==> src/rtl/c17_eval_pkg.sv <==
// Shared definitions for the c17 benchmark evaluators: vector geometry, pin positions
// and the sweep FSM state type.
package c17_eval_pkg;

    localparam int unsigned C17_N_IN  = 5;
    localparam int unsigned C17_N_OUT = 2;
    localparam int unsigned C17_N_VEC = 32;

    localparam int unsigned IN_A_BIT  = 4;
    localparam int unsigned IN_B_BIT  = 3;
    localparam int unsigned IN_C_BIT  = 2;
    localparam int unsigned IN_D_BIT  = 1;
    localparam int unsigned IN_E_BIT  = 0;

    localparam int unsigned OUT_A_BIT = 1;
    localparam int unsigned OUT_B_BIT = 0;

    typedef enum logic [1:0] {
        StIdle,
        StSettle,
        StSample,
        StDone
    } eval_state_e;

endpackage

==> src/rtl/c17_golden.sv <==
// Combinational exact c17 reference: six 2-input NAND gates, 5 inputs, 2 outputs.
module c17_golden
    import c17_eval_pkg::*;
(
    input  logic [C17_N_IN-1:0]  in_i,
    output logic [C17_N_OUT-1:0] out_o
);

    logic a, b, c, d, e;
    logic n10, n11, n16, n19;

    assign a = in_i[IN_A_BIT];
    assign b = in_i[IN_B_BIT];
    assign c = in_i[IN_C_BIT];
    assign d = in_i[IN_D_BIT];
    assign e = in_i[IN_E_BIT];

    assign n10 = ~(a & c);
    assign n11 = ~(c & d);
    assign n16 = ~(b & n11);
    assign n19 = ~(n11 & e);

    always_comb begin
        out_o            = '0;
        out_o[OUT_A_BIT] = ~(n10 & n16);
        out_o[OUT_B_BIT] = ~(n16 & n19);
    end

endmodule

==> src/rtl/c17_error_monitor.sv <==
// Sweeps all 32 c17 input vectors through a CUT, compares each settled response against
// the exact model and accumulates per-output and combined mismatch counts.
module c17_error_monitor
    import c17_eval_pkg::*;
#(
    parameter int unsigned SETTLE_CYC = 1,
    parameter int unsigned CNT_W      = 6
) (
    input  logic                 clk,
    input  logic                 rst_n,
    input  logic                 start,
    output logic [4:0]           cut_in,
    input  logic [1:0]           cut_out,
    output logic                 busy,
    output logic                 done,
    output logic [CNT_W-1:0]     err_a,
    output logic [CNT_W-1:0]     err_b,
    output logic [CNT_W-1:0]     err_any,
    output logic                 first_fail_valid,
    output logic [4:0]           first_fail_vec
);

    localparam logic [3:0]          SettleLoad = 4'(SETTLE_CYC - 1);
    localparam logic [CNT_W-1:0]    CntMax     = '1;
    localparam logic [C17_N_IN-1:0] LastVec    = C17_N_IN'(C17_N_VEC - 1);

    eval_state_e         state_q;
    logic [3:0]          settle_q;
    logic [4:0]          cut_in_q;
    logic                busy_q;
    logic                done_q;
    logic [CNT_W-1:0]    err_a_q;
    logic [CNT_W-1:0]    err_b_q;
    logic [CNT_W-1:0]    err_any_q;
    logic                ff_valid_q;
    logic [4:0]          ff_vec_q;

    logic [C17_N_OUT-1:0] gold;
    logic                 mis_a;
    logic                 mis_b;

    c17_golden u_golden (
        .in_i  (cut_in_q),
        .out_o (gold)
    );

    assign mis_a = cut_out[OUT_A_BIT] != gold[OUT_A_BIT];
    assign mis_b = cut_out[OUT_B_BIT] != gold[OUT_B_BIT];

    always_ff @(posedge clk or negedge rst_n) begin
        if (!rst_n) begin
            state_q    <= StIdle;
            settle_q   <= '0;
            cut_in_q   <= '0;
            busy_q     <= 1'b0;
            done_q     <= 1'b0;
            err_a_q    <= '0;
            err_b_q    <= '0;
            err_any_q  <= '0;
            ff_valid_q <= 1'b0;
            ff_vec_q   <= '0;
        end else begin
            done_q <= 1'b0;
            case (state_q)
                StIdle, StDone: begin
                    if (start) begin
                        cut_in_q   <= '0;
                        err_a_q    <= '0;
                        err_b_q    <= '0;
                        err_any_q  <= '0;
                        ff_valid_q <= 1'b0;
                        ff_vec_q   <= '0;
                        settle_q   <= SettleLoad;
                        busy_q     <= 1'b1;
                        state_q    <= StSettle;
                    end
                end
                StSettle: begin
                    if (settle_q == '0) begin
                        state_q <= StSample;
                    end else begin
                        settle_q <= settle_q - 4'd1;
                    end
                end
                StSample: begin
                    // Counters saturate so narrow builds never wrap back to a clean-looking value.
                    if (mis_a && err_a_q != CntMax) err_a_q <= err_a_q + CNT_W'(1);
                    if (mis_b && err_b_q != CntMax) err_b_q <= err_b_q + CNT_W'(1);
                    if ((mis_a || mis_b) && err_any_q != CntMax) begin
                        err_any_q <= err_any_q + CNT_W'(1);
                    end
                    if ((mis_a || mis_b) && !ff_valid_q) begin
                        ff_valid_q <= 1'b1;
                        ff_vec_q   <= cut_in_q;
                    end
                    if (cut_in_q == LastVec) begin
                        state_q <= StDone;
                        busy_q  <= 1'b0;
                        done_q  <= 1'b1;
                    end else begin
                        cut_in_q <= cut_in_q + 5'd1;
                        settle_q <= SettleLoad;
                        state_q  <= StSettle;
                    end
                end
                default: state_q <= StIdle;
            endcase
        end
    end

    assign cut_in           = cut_in_q;
    assign busy             = busy_q;
    assign done             = done_q;
    assign err_a            = err_a_q;
    assign err_b            = err_b_q;
    assign err_any          = err_any_q;
    assign first_fail_valid = ff_valid_q;
    assign first_fail_vec   = ff_vec_q;

endmodule
==> config.mk <==
export PLATFORM = sky130hd
export DESIGN_NAME = c17_error_monitor
export DESIGN_NICKNAME = d
export VERILOG_FILES = /design/src/rtl/c17_eval_pkg.sv /design/src/rtl/c17_golden.sv /design/src/rtl/c17_error_monitor.sv
export SDC_FILE = /design/constraint.sdc
export NUM_CORES = 1
export LEC_CHECK = 0
export BUFFER_PORTS_ARGS = -buffer_cell sky130_fd_sc_hd__buf_4
export CORE_ASPECT_RATIO = 1.75
export CORE_MARGIN = 3
export CORE_UTILIZATION = 40
export CTS_BUF_LIST = sky130_fd_sc_hd__clkbuf_8
export CTS_CLUSTER_DIAMETER = 40
export DETAILED_ROUTE_END_ITERATION = 6
export GPL_TIMING_DRIVEN = 0
export SYNTH_ARGS = -nofsm -noshare
export SYNTH_HDL_FRONTEND = slang
export SYNTH_SLANG_ARGS = --single-unit
==> constraint.sdc <==
create_clock -name clk -period 3.8 [get_ports clk]
set_clock_uncertainty 0.1 [all_clocks]
set_input_delay 0.19 -clock clk [delete_from_list [all_inputs] [get_ports clk]]
set_output_delay 0.19 -clock clk [all_outputs]
set_load 0.02 [all_outputs]
==> impl_results.md, run 1 <==
- Fraction of power consumed by the clock network: 0.232
- Routed wire per std cell: 15.8 µm
- CTS tree: done
- Source-to-sink clock delay at the later pin of the worst-skew pair: 0.30 ns
- Post-CTS Resized: 0
- Share of the synthesized area in compound gates (AO/OA/AOI/OAI): 0.218
- Overall routed net length: 5.79 mm
- Vias in the first global route: 2,014
- Number of endpoints with negative hold slack in the final report: 0
- Largest fanout of any net on the critical path: 10
- Number of diodes: 0
- Detailed placer's ending HPWL: 4.09 mm
- Cell breakdown of the critical path: inv_1 > ha_1 > o21ai_0 > buf_2 > buf_1 > nand2_1 > o211ai_1
- Root Buffer: sky130_fd_sc_hd__clkbuf_8
- Share of synthesized registers carrying an async set or reset: 1.00
- CTS clock-pin slew for the worst setup and hold paths: 0.08 ns
- Number of cells in the design after placement: 357
- Switching part of the total power: 0.455
- Buffers inserted by post-CTS timing repair: 0
- Setup CP Type: register to register
- First DRT Iteration DRCs: 136
- Critical path required time: 3.92 ns
- Proportion of layout cells with a drive suffix above 1: 0.199
- First-pass GRT wire length: a little under 10 mm
- Area growth from synthesis to final layout: 21.6%
- Post-synthesis xor/xnor area fraction: 0.00787
- Post-route setup slack: 1.25 ns
- Core outline area: 5340 µm²
- Critical path startpoint category: register
- Final Cycle Share: 0.670
- Worst slew slack as a fraction of its limit: 0.564
- Flip-flop and latch count after synthesis: 37
- Maximum clock path buffer count: 2
- DRC violations left: 0
- Adder and majority gate portion of the synthesized area: 0.0562
- Vias/cell: 5.66
- Worst EP arrival: 2.66 ns
- Unrepaired setup endpoints after global routing: false
- Unique masters post-synth: 53
- Routability congestion estimate: 0.797
- Register area share after synthesis: 0.416
- Worst min-delay path class: input pin to register
- Pin count of the biggest net entering global routing: 38
- Dominant combinational cell family by area after synthesis: simple AND/OR/NAND/NOR gates
- Number of nets still failing antenna checks after routing: 0
- Syn_nets: roughly 260
- Core Rows: 35
- Master of the slowest instance on the critical path: sky130_fd_sc_hd__o21ai_0
- Number of hold-repair buffers added at the cts stage: 1
- Worst setup timing slack at the placement stage: 1.27 ns
- TritonCTS Buffers: 5
- Multiplexer fraction of the synthesized cell area: 0.0191
- Number of enable-type register cells in the synthesized netlist: 0
- Total I/O pin count: 36
- Placed standard-cell area: 2580 µm²
- Number of H-tree branching levels: 2
- Number of standard cells after synthesis: about 250
- Register share of total power: 0.323
- Largest incremental delay on the critical path: 0.56 ns
- Period minus WS final: 2.55 ns
- Number of iterations in the first detailed-routing pass: 4
- Transition at the pin with the smallest max-transition slack: 0.648 ns
- Post-synthesis instance area: between 2000 and 2500 µm²
- Most frequent cells in the layout: sky130_fd_sc_hd__dfrtp_1 (37), sky130_fd_sc_hd__buf_4 (36), sky130_fd_sc_hd__nand2_1 (29)
- Core occupancy in the finished layout: 0.507
- Fin. max-slew vios: 0
- Aggregate global routing overflow: 0
- Peak ir drop on the vdd network: around 0.43 mV
- Finished Layout Cells: 366
- Mean area per synthesized cell: roughly 9 µm²
- Switching power of the nets: about 720 µW
- Max capacitance violation total: 0
- Internal power: 858 µW
- Total global routing track utilization: 0.185
- Finished layout cell area: about 2700 µm²
- Result of the run: complete, no violations
- Antenna violations before repair: 0
- Number of setup violations in the final report: 0
- LEAKAGE: 1.24 nW
- Sinks on the clock net: 37
- Most instantiated flip-flop cell in the synthesis netlist: sky130_fd_sc_hd__dfrtp_1
- Kind of end point of the critical path: register
- Power Dens Cells: between 500 and 600 nW/µm²
- Most common library cell in the layout ignoring fill and taps: sky130_fd_sc_hd__dfrtp_1
- Initial core utilization: 0.417
- Width of the die: between 60 and 70 µm
- Gate power share: 0.446
- Buffers added on ports: 35
- Synth Warn #: 0
- Simple logic cell fraction of the synthesized area: 0.245
- Final-stage net count: 306
- Chip height: 105 µm
- Fmax: 393 MHz
- Number of vias after detailed routing: 2,072
- Post-route setup TNS: 0 ns
- Area of the die: 6530 µm²
==> stage by stage <==
| step | hold WS [ns] | power [mW] |
|---|---|---|
| global placement | 0.0934 | 1.21 |
| CTS | 0.130 | 1.58 |
| finish | 0.141 | 1.58 |
| detailed placement | 0.0927 | 1.22 |
| floorplan | -0.206 | 0.955 |
| global route | 0.157 | 1.68 |
==> power by group through the flow <==
stage / combinational (mW) / clock, mW / sequential, mW
after global routing: 0.780 / 0.387 / 0.518
after detailed placement: 0.702 / 0 / 0.514
after global placement: 0.698 / 0 / 0.515
final: 0.702 / 0.365 / 0.509
after floorplan: 0.416 / 0 / 0.540
after CTS: 0.705 / 0.368 / 0.506
==> kinds of logic (layout without fill, tap and decap cells) <==
group,count (synthesis),count (layout)
compound gates,69,69
xor+xnor,2,2
fa+ha+maj,10,10
buf+inv,20,64
flops,37,37
mux,4,4
simple gates,106,106
==> registers in the layout, indices dropped and copies added, names as in the netlist <==
register	count
err_a	6
cut_in	5
err_any	6
done	1
first_fail_valid	1
settle_q	4
state_q	2
err_b	6
busy	1
first_fail_vec	5
==> Yosys cell counts (2+ instances only) <==
| master | number | area share |
|---|---|---|
| sky130_fd_sc_hd__dfrtp_1 | 37 | 0.42 |
| sky130_fd_sc_hd__nand2_1 | 29 | 0.049 |
| sky130_fd_sc_hd__nand3_1 | 19 | 0.043 |
| sky130_fd_sc_hd__nor2_1 | 18 | 0.030 |
| sky130_fd_sc_hd__a21oi_1 | 17 | 0.038 |
| sky130_fd_sc_hd__o211ai_1 | 15 | 0.051 |
| sky130_fd_sc_hd__o21ai_0 | 12 | 0.027 |
| sky130_fd_sc_hd__ha_1 | 10 | 0.056 |
| sky130_fd_sc_hd__inv_1 | 8 | 0.013 |
| sky130_fd_sc_hd__a22o_1 | 7 | 0.028 |
| sky130_fd_sc_hd__buf_2 | 6 | 0.013 |
| sky130_fd_sc_hd__nand2b_1 | 5 | 0.014 |
| sky130_fd_sc_hd__nand4_1 | 5 | 0.014 |
| sky130_fd_sc_hd__nor3_1 | 5 | 0.011 |
| sky130_fd_sc_hd__and3_1 | 3 | 0.0084 |
| sky130_fd_sc_hd__clkbuf_1 | 3 | 0.0051 |
| sky130_fd_sc_hd__nand4b_1 | 3 | 0.012 |
| sky130_fd_sc_hd__nor3b_1 | 3 | 0.010 |
| sky130_fd_sc_hd__a31oi_1 | 2 | 0.0056 |
| sky130_fd_sc_hd__and2_1 | 2 | 0.0056 |
| sky130_fd_sc_hd__and2_2 | 2 | 0.0067 |
| sky130_fd_sc_hd__buf_1 | 2 | 0.0034 |
| sky130_fd_sc_hd__mux2_2 | 2 | 0.010 |
| sky130_fd_sc_hd__mux2i_1 | 2 | 0.0090 |
| sky130_fd_sc_hd__nor2b_1 | 2 | 0.0056 |
| sky130_fd_sc_hd__nor4_1 | 2 | 0.0056 |
==> per-layer routing <==
metal	global-route usage	share of wire	vias up	wire length, µm
met2	0.336	0.54	54	3110
met3	0.0398	0.039	7	227
met5	0	0	-	0
met4	0.0648	0.016	0	91
met1	0.210	0.41	1010	2360
li1	-	-	1001	-
==> critical path, delay by kind of cell (launching register included) <==
kind / cells / cell delay [ns]
buffers and inverters: 3 / 0.86
flip-flops: 1 / 0.38
AND/OR/NAND/NOR: 1 / 0.10
adder cells (fa/ha/maj): 1 / 0.38
AO/OA/AOI/OAI: 2 / 0.66
==> worst paths after layout <==
path	cells after the start	end	startpoint	slack, ns
max	7	first_fail_vec[2]	state_q[0]	1.25
min reg2reg	2	settle_q[1]	settle_q[1]	0.44
min	3	busy	start	0.14
max in group asynchronous	2	settle_q[2]	rst_n	2.96
min in group asynchronous	2	err_any[1]	rst_n	0.29
max reg2reg	7	first_fail_vec[2]	state_q[0]	1.25
==> cell type report <==
class | instances | area, µm²
fill | 544 | 2640
multi-input combinational | 191 | 1210
sequential | 37 | 926
timing repair buffer | 36 | 273
tap | 74 | 92.6
clock buffer | 6 | 82.6
buffer | 12 | 56.3
clock inverter | 2 | 33.8
inverter | 8 | 30.0
(Power assumes the default switching activity.)
==> inputs of run 2 (changes only) <==
- clock period: 3.8 -> 2.4 ns (I/O delays scaled with it)
==> run 2 against run 1 <==
Against the previous run: fmax rose by 14%; setup slack got worse by 1.1 ns; sequential share of layout area shrank 0.24 points; core utilization rose by 0.35 points; final cell count did not move; largest cell class unchanged.
==> impl_results.md, run 2 (same netlist as run 1, synthesis figures left out) <==
- Result of the run: complete, no violations
- Largest fanout of any net on the critical path: 10
- Final Cycle Share: 0.930
- Routability congestion estimate: 0.797
- Vias in the first global route: 2,014
- Aggregate global routing overflow: 0
- Fmax: 448 MHz
- Core outline area: 5340 µm²
- Area growth from synthesis to final layout: 22.5%
- Number of nets still failing antenna checks after routing: 0
- Number of setup violations in the final report: 0
- Pin count of the biggest net entering global routing: 38
- Setup CP Type: register to register
- First DRT Iteration DRCs: 148
- Transition at the pin with the smallest max-transition slack: between 0.5 and 0.6 ns
- LEAKAGE: 1.25 nW
- Register share of total power: 0.316
- Maximum clock path buffer count: 2
- Worst min-delay path class: input pin to register
- Unrepaired setup endpoints after global routing: false
- Max capacitance violation total: 0
- Critical path startpoint category: register
- Root Buffer: sky130_fd_sc_hd__clkbuf_8
- DRC violations left: 0
- Initial core utilization: 0.417
- Fraction of power consumed by the clock network: 0.226
- Internal power: 1.40 mW
- Switching power of the nets: 1.15 mW
- Overall routed net length: 5.75 mm
- Finished Layout Cells: approximately 370
- Antenna violations before repair: 0
- Gate power share: 0.458
- Total global routing track utilization: 0.185
- Number of diodes: 0
- CTS tree: done
- Number of endpoints with negative hold slack in the final report: 0
- Fin. max-slew vios: 0
- CTS clock-pin slew for the worst setup and hold paths: 0.07 ns
- TritonCTS Buffers: 5
- Worst setup timing slack at the placement stage: -0.131 ns
- Routed wire per std cell: 15.7 µm
- Detailed placer's ending HPWL: 4.09 mm
- Peak ir drop on the vdd network: 0.713 mV
- First-pass GRT wire length: just under 10 mm
- Core Rows: 35
- Sinks on the clock net: 37
- Period minus WS final: 2.23 ns
- Core occupancy in the finished layout: 0.510
- Area of the die: 6530 µm²
- Number of H-tree branching levels: 2
- Buffers inserted by post-CTS timing repair: 0
- Chip height: about 100 µm
- Width of the die: 62.4 µm
- Vias/cell: around 5.6
- Number of iterations in the first detailed-routing pass: 4
- Final-stage net count: 306
- Worst EP arrival: 2.29 ns
- Power Dens Cells: 935 nW/µm²
- Switching part of the total power: 0.450
- Most frequent cells in the layout: sky130_fd_sc_hd__buf_4 (37), sky130_fd_sc_hd__dfrtp_1 (37), sky130_fd_sc_hd__nand2_1 (29)
- Post-route setup slack: 0.167 ns
- Worst hold slack: 0.0786 ns
- Critical path required time: 2.46 ns
- Kind of end point of the critical path: register
- Buffers added on ports: 35
- Proportion of layout cells with a drive suffix above 1: 0.219
- Source-to-sink clock delay at the later pin of the worst-skew pair: between 0.2 and 0.3 ns
- Number of vias after detailed routing: 2,064
- Worst slew slack as a fraction of its limit: 0.624
- Number of cells in the design after placement: 357
- Total I/O pin count: 36
==> run 2: stage by stage <==
stage / instance area [µm²] / setup TNS [ns] / power (mW)
floorplan: 2230 / 0 / 1.51
global placement: 2580 / -1.19 / 1.92
detailed placement: 2580 / -1.28 / 1.93
CTS: 2710 / 0 / 2.52
global route: 2730 / 0 / 2.72
finish: 2730 / 0 / 2.55
==> run 2: routing by layer <==
metal | vias to the layer above | share of wire | track usage
li1 | 1003 | - | -
met1 | 1002 | 0.40 | 0.210
met2 | 51 | 0.54 | 0.336
met3 | 8 | 0.039 | 0.0398
met4 | 0 | 0.017 | 0.0648
met5 | - | 0 | 0
==> run 2: final timing paths <==
check / cells after the start / from / endpoint / slack (ns)
min reg2reg: 2 / settle_q[1] / settle_q[1] / 0.44
max reg2reg: 9 / state_q[0] / cut_in[2] / 0.17
max: 9 / state_q[0] / cut_in[2] / 0.17
min: 3 / start / busy / 0.08
min in group asynchronous: 2 / rst_n / first_fail_vec[3] / 0.22
max in group asynchronous: 2 / rst_n / settle_q[2] / 1.63
==> run 2: layout make-up <==
| cell class | instances | area (µm²) |
|---|---|---|
| buffer | 12 | 63.8 |
| clock inverter | 2 | 33.8 |
| sequential | 37 | 926 |
| timing repair buffer | 36 | 273 |
| clock buffer | 6 | 82.6 |
| tap | 74 | 92.6 |
| inverter | 8 | 30.0 |
| multi-input combinational | 191 | 1220 |
| fill | 541 | 2620 |
==> run 2: worst max-delay path, stage by stage (launching register included) <==
cell and delay (ns):
sky130_fd_sc_hd__dfrtp_1 0.40, sky130_fd_sc_hd__inv_1 0.09, sky130_fd_sc_hd__ha_2 0.32, sky130_fd_sc_hd__nand2b_1 0.08, sky130_fd_sc_hd__buf_2 0.22, sky130_fd_sc_hd__o21ai_2 0.14
sky130_fd_sc_hd__buf_4 0.20, sky130_fd_sc_hd__clkbuf_4 0.21, sky130_fd_sc_hd__o21ai_0 0.20, sky130_fd_sc_hd__o21ai_0 0.13
==> run 2: power by group through the flow <==
stage | registers [mW] | clock network (mW) | logic (mW)
final | 0.804 | 0.577 | 1.17
after global routing | 0.820 | 0.612 | 1.29
after CTS | 0.802 | 0.582 | 1.13
after detailed placement | 0.814 | 0 | 1.11
after global placement | 0.815 | 0 | 1.11
after floorplan | 0.855 | 0 | 0.658
==> run 2: repair_timing <==
action,4_1_cts,5_1_grt
hold buffers,1,0
setup endpoints to repair,20,26
resized for setup,3,7
endpoints found under the hold margin,37,0
pin swaps,0,0
